==> config.mk <==
export PLATFORM = sky130hd
export DESIGN_NAME = seq_det_param
export DESIGN_NICKNAME = d
export VERILOG_FILES = /design/src/rtl/seq_det_param.sv
export SDC_FILE = /design/constraint.sdc
export NUM_CORES = 1
export LEC_CHECK = 0
export ABC_AREA = 1
export CORE_MARGIN = 2
export CORE_UTILIZATION = 50
export CTS_CLUSTER_DIAMETER = 150
export DETAILED_ROUTE_END_ITERATION = 8
export PLACE_DENSITY = 0.74
export SETUP_SLACK_MARGIN = 0.15
export SYNTH_ARGS = -nofsm -noshare
export SYNTH_HDL_FRONTEND = slang
export SYNTH_SLANG_ARGS = --single-unit
==> constraint.sdc <==
create_clock -name clk -period 4.8 [get_ports clk]
set_clock_uncertainty 0.05 [all_clocks]
set_input_delay 0.96 -clock clk [delete_from_list [all_inputs] [get_ports clk]]
set_output_delay 0.96 -clock clk [all_outputs]
set_load 0.02 [all_outputs]
==> src/rtl/seq_det_param.sv <==
// Serial pattern detector with a runtime-loadable pattern, length and overlap mode.
// Emits a registered one-cycle match pulse and keeps a saturating match count.
module seq_det_param #(
  parameter int unsigned        MAX_LEN = 8,
  parameter int unsigned        CNT_W   = 8,
  parameter logic [MAX_LEN-1:0] DEF_PAT = 8'b0000_1011,
  parameter int unsigned        DEF_LEN = 4,
  parameter bit                 DEF_OVL = 1'b0
) (
  input  logic                     clk,
  input  logic                     rst,
  input  logic                     cfg_we,
  input  logic [MAX_LEN-1:0]       cfg_pat,
  input  logic [$clog2(MAX_LEN):0] cfg_len,
  input  logic                     cfg_ovl,
  input  logic                     in_valid,
  input  logic                     in_d,
  output logic                     dout,
  output logic [CNT_W-1:0]         match_cnt,
  output logic                     cfg_err
);

  localparam int unsigned LW = $clog2(MAX_LEN) + 1;

  logic [MAX_LEN-1:0] r_pat;
  logic [LW-1:0]      r_len;
  logic               r_ovl;
  logic [MAX_LEN-1:0] r_hist;
  logic [LW-1:0]      r_fill;
  logic [CNT_W-1:0]   r_cnt;
  logic               r_dout;
  logic               r_err;

  logic [MAX_LEN-1:0] w_mask;
  logic [MAX_LEN-1:0] w_hist_nxt;
  logic [LW:0]        w_fill_inc;
  logic               w_accept;
  logic               w_match;
  logic               w_cfg_ok;

  // Only the low len bits take part in the comparison.
  always_comb begin
    w_mask = '0;
    for (int unsigned i = 0; i < MAX_LEN; i++) begin
      w_mask[i] = (i < 32'(r_len));
    end
  end

  assign w_hist_nxt = {r_hist[MAX_LEN-2:0], in_d};
  assign w_fill_inc = {1'b0, r_fill} + (LW+1)'(1);
  assign w_accept   = in_valid && !cfg_we;
  assign w_match    = w_accept && (w_fill_inc >= {1'b0, r_len}) &&
                      (((w_hist_nxt ^ r_pat) & w_mask) == '0);
  assign w_cfg_ok   = (cfg_len != '0) && (cfg_len <= LW'(MAX_LEN));

  always_ff @(posedge clk) begin
    if (!rst) begin
      r_pat  <= DEF_PAT;
      r_len  <= LW'(DEF_LEN);
      r_ovl  <= DEF_OVL;
      r_hist <= '0;
      r_fill <= '0;
      r_cnt  <= '0;
      r_dout <= 1'b0;
      r_err  <= 1'b0;
    end else begin
      r_dout <= 1'b0;
      r_err  <= 1'b0;
      if (cfg_we) begin
        if (w_cfg_ok) begin
          r_pat  <= cfg_pat;
          r_len  <= cfg_len;
          r_ovl  <= cfg_ovl;
          r_hist <= '0;
          r_fill <= '0;
        end else begin
          r_err <= 1'b1;
        end
      end else if (in_valid) begin
        r_hist <= w_hist_nxt;
        if (w_match) begin
          r_dout <= 1'b1;
          r_fill <= r_ovl ? r_len : '0;
          if (r_cnt != '1) begin
            r_cnt <= r_cnt + CNT_W'(1);
          end
        end else if (r_fill != r_len) begin
          r_fill <= r_fill + LW'(1);
        end
      end
    end
  end

  assign dout      = r_dout;
  assign match_cnt = r_cnt;
  assign cfg_err   = r_err;

endmodule

# After elaboration in Yosys (flattened, before gate mapping)
# Cells that the tools add are included.
dict set report op_classes {
  add_sub_neg 3
  n_lt_le_gt_ge 10
  eq_ne 3
  mux 11
  bitwise 5
  reduce_logical 15
}
# cell count
set ops {}
lappend ops {{two-way mux 4 bit} 6}
lappend ops {{two-way mux 7 bit} 3}
lappend ops {{less-than comparator 3 x 4 -> 1 bit, first input constant} 4}
lappend ops {{adder 8 x 1 -> 8 bit, second input constant} 1}
lappend ops {{bitwise AND 8 bit} 1}
lappend ops {{logical NOT 8 bit} 1}
lappend ops {{less-than comparator 1 x 4 -> 1 bit, first input constant} 2}
lappend ops {{less-than comparator 2 x 4 -> 1 bit, first input constant} 2}
lappend ops {{inequality test 8 bit, second input constant} 1}
lappend ops {{XOR 8 bit} 1}
lappend ops {{AND reduction 2 bit} 3}
lappend ops {{adder 4 x 1 -> 5 bit, second input constant} 1}
lappend ops {{>= comparator 5 x 4 -> 1 bit} 1}
lappend ops {{adder 4 x 1 -> 4 bit, second input constant} 1}
lappend ops {{less-or-equal comparator 4 bit, second input constant} 1}
lappend ops {{logical AND 1 bit} 4}
lappend ops {{inequality test 4 bit} 1}
lappend ops {{AND reduction 4 bit} 1}
lappend ops {{nonzero test 4 bit} 1}
lappend ops {{inverter 1 bit} 3}
lappend ops {{AND reduction 3 bit} 1}
lappend ops {{nonzero test 3 bit} 1}
lappend ops {{OR reduction 3 bit} 1}
lappend ops {{two-way mux 1 bit} 2}
lappend ops {{other kinds (3)} 3}
dict set report totals {
  reg_bits 34
  in_bits 18
  word_cells 55
}

# Logic depth before layout (Yosys ltp)
dict set report logic_depth {
  depth_word 7
  ltp_mapped 14
  depth_no_buf 14
}

# Worst setup path before layout
# OpenSTA, ideal clock, no wires.
dict set report synth_timing {
  kind {input to register}
  from {input port cfg_len[0]}
  to {register r_fill[1]}
  t_arrival_ps 2085
  required_ps 4637
  path_slack_ps 2552
  cell_stages 11
  cell_sequence {or2_0 > o21ai_0 > nand2_1 > nor2_1 > inv_1 > nand2_1 > inv_1 > nor2_1 > nand2_1 > nand2_1 > nor2_1}
}
dict set report synth_between {
  elab_chain_len 4
}
# element line
set synth_lines {}
lappend synth_lines {{start: declaration} 14} ;# input logic [$clog2(MAX_LEN):0] cfg_len,
lappend synth_lines {{less-or-equal comparator 4 bit / nonzero test 4 bit (equally long branches)} 54} ;# assign w_cfg_ok = (cfg_len != '0) && (cfg_len <= LW'(MAX_LEN));
lappend synth_lines {{logical AND 1 bit (*)} 54}
lappend synth_lines {{inequality test 2 x 1 -> 1 bit (no source line) (*)} n/a}
lappend synth_lines {{AND reduction 3 bit (no source line) (*)} n/a}
lappend synth_lines {{end signal: assignment} 83} ;# r_fill <= r_ovl ? r_len : '0;
lappend synth_lines {{end signal: assignment} 88} ;# r_fill <= r_fill + LW'(1);
lappend synth_lines {{end: declaration} 29} ;# logic [LW-1:0] r_fill;
# Mark *: on every way between the ends. The rest lies on a longest branch, timed or not.
# A chain may end at the register's enable or synchronous reset.

# Worst setup path after layout
# Same ends and word-level chain as after synthesis.

==> flow_summary_export.csv <==
group,metric,value,unit
timing,finalMaxSlewViolations,0,
die,io_pins,28,
clocking,hold_buffers,0,
synth,muxShareOfSynthArea,0,
power,power-per-cell-area,274,nW/um^2
finish,fin_nets,357,
clocking,ctsResizeCount,0,
die,die_height,66.2,um
global_route,grt_pass1_wl,7.42,mm
synth,synth_area_leader_cell,"dfxtp_1",
synth,ys_seq_area_frac,0.352,
job,maxCapViolations,0,
placed_design,numPlacedInstances,374,
clocking,clk_path_buf_depth,2,
power,peakVddDrop,0.183,mV
finish,stdcell_count,380,
die,die-area,4390,um^2
synth,ys_warn_count,0,
synth,synthArstFlopShare,0,
finish,area_delta_synth_final,19.2,%
routing,drtPass1Iterations,4,
finish,regArea,681,um^2
routing,routed_wl,4.36,mm
power,power.leakage,1.03,nW
die,chipWidth,66.2,um
placed_design,post_dp_cell_area,2220,um^2
routing,ant_nets,0,
synth,syn_nets,330,
critical_path,critPathMaxStageDelay,0.58,ns
synth,syn-cell-area,1940,um^2
synth,synth.top_cell.area_share,0.352,
synth,synth-adder-area-share,0.0388,
timing,min_period_over_period,0.700,
synth,synthMostInstantiatedCell,"nand2_1",
routing,drt_iter0_markers,92,
synth,synthFlopType,"dfxtp_1",
critical_path,worstPathArrival,3.49,ns
timing,worst_slew_pin_slew,0.747,ns
critical_path,cp.required,4.93,ns
synth,yosys-top-cells-area,"dfxtp_1 35%, nand2_1 20%, inv_1 7.2%",
die,row_count,22,
clocking,cts_tree,"built",
finish,multi_input_area,1060,um^2
timing,rsz0062_at_grt,"no",
timing,hold_viol_final,0,
critical_path,crit_family,"simple AND/OR/NAND/NOR gates",
critical_path,path_cells,"clkdlybuf4s50_1 > or2_0 > o21ai_0 > nand2_1 > nor2_1 > inv_1 > nand2_1 > inv_1 > nor2_1 > nand2_1 > nand2_1 > nor2_1",
synth,syn_area_per_cell,6.33,um^2
hold_path,hold_path.class,"reg -> reg",
critical_path,slowest_stage,"nor2_1",
synth,synth_cells,306,
synth,synth_top_family_by_area,"simple AND/OR/NAND/NOR gates",
timing,max_freq,0.298,GHz
synth,synthSimpleGateAreaFrac,0.361,
die,initial_utilization,0.525,
clocking,htree_levels,2,
critical_path,startpoint_type,"primary input",
synth,synthXorXnorAreaFrac,0.0362,
finish,fillers,363,
global_route,grt_max_degree,22,
global_route,grt_pass1_vias,1675,
clocking,cts_buffers,5,
synth,synth_compound_area_frac,0.112,
timing,max_slew_margin,0.500,
timing,setup_viol,0,
clocking,clk_latency,0.28,ns
timing,tns,0,ns
global_route,grt_overflow,0,
synth,synth_common_cells,"102 x nand2_1, 37 x inv_1, 36 x nor2_1",
critical_path,worstPathMaxFanout,15,
routing,drc_errors,0,
critical_path,critPathBufInv,3,
placed_design,io_buffers,27,
routing,wl_per_cell,11.5,um
synth,synth_cell_types,22,
routing,vias,1922,
timing,fin_crit,3.36,ns
finish,stdcell_area,2310,um^2
synth,ys_ff_latch,34,
finish,antennaDiodeCount,0,
placed_design,gp_congestion,0.795,
clocking,root_buffer,"clkbuf_8",
critical_path,criticalPathCategory,"in -> reg",
critical_path,crit_top_cell,"nand2_1",
die,coreArea,3690,um^2
finish,final_layout_size_suffix_gt1_frac,0.0422,
clocking,path_clk_slew,0.06,ns
clocking,cts.sink_count,34,
clocking,cts_setup_buffers,0,
run_status,status,"finished, final reports clean",
global_route,grt_usage,0.221,
critical_path,end_kind,"flop",
synth,synth-edff-count,0,
routing,via_per_inst,5.06,
global_route,antenna_found_initial,0,
placed_design,hpwlAfterDp,3.28,mm
logic make-up after synthesis:
family,count (synthesis)
AO/OA/AOI/OAI,41
flip-flops,34
adder cells (fa/ha/maj),6
buffers and inverters,48
AND/OR/NAND/NOR,169
XOR/XNOR,8
tightest hold or removal path, stage by stage (launching register included):
cell and delay, ns:
dfxtp_1 0.31, inv_1 0.06, a21oi_1 0.05
flip-flops by register name, summed over array words and instances, names as in the netlist:
signal,cells
match_cnt,8
r_pat,8
r_hist,7
r_fill,4
r_len,4
cfg_err,1
dout,1
r_ovl,1
area by class of cell:
type | count | area share
multi-input cells | 224 | 0.459
flip-flops and latches | 34 | 0.295
repair buffers | 27 | 0.117
inverters | 41 | 0.0667
clock buffers | 6 | 0.0358
well taps | 48 | 0.0260
per-layer routing:
metal,wire [um],up-vias,GRT usage
li1,-,1015,-
met1,2200,846,0.304
met2,1830,55,0.335
met3,276,6,0.0562
met4,48,0,0.0740
met5,0,-,0
per-stage QoR:
| step | power [mW] | utilization | hold slack [ns] | setup slack [ns] |
|---|---|---|---|---|
| after floorplan | 0.396 | - | 0.394 | 2.55 |
| after global placement | 0.429 | 0.603 | 0.410 | 1.31 |
| after detailed placement | 0.432 | 0.603 | 0.411 | 1.21 |
| after CTS | 0.636 | 0.626 | 0.421 | 1.50 |
| after global routing | 0.670 | 0.626 | 0.456 | 1.24 |
| final | 0.633 | 0.626 | 0.418 | 1.44 |
path summary, 6_finish.rpt:
kind	from	to	slack (ns)	cells past startpoint
setup / recovery	cfg_len[0]	r_fill[1]	1.44	12
hold / removal	r_pat[5]	r_pat[5]	0.42	2
setup reg to reg	r_fill[2]	match_cnt[6]	2.49	12
hold reg to reg	r_pat[5]	r_pat[5]	0.42	2
report_power, final:
part,switching [mW],internal (mW),leakage (nW)
clock network,0.0965,0.111,0.0431
registers,0.0135,0.295,0.278
logic,0.0701,0.0475,0.708
total,0.180,0.453,1.03
placed cells by master (no fill, tap or decap):
cell type and n:
o21ai_0 13, a31oi_1 1, nand2_1 102, o211ai_1 4, clkdlybuf4s50_1 27, nor2_1 36, dfxtp_1 34, xnor2_1 4
nor2_8 1, nand3_1 20, or2_0 1, nand2_2 2, clkbuf_8 6, xor2_1 4, inv_2 4, inv_1 37
a21oi_1 22, nor2_2 1, nor3_1 2, nand4_1 4, ha_1 6, o21ai_1 1
No activity file was read; power rests on OpenSTA's default activity.
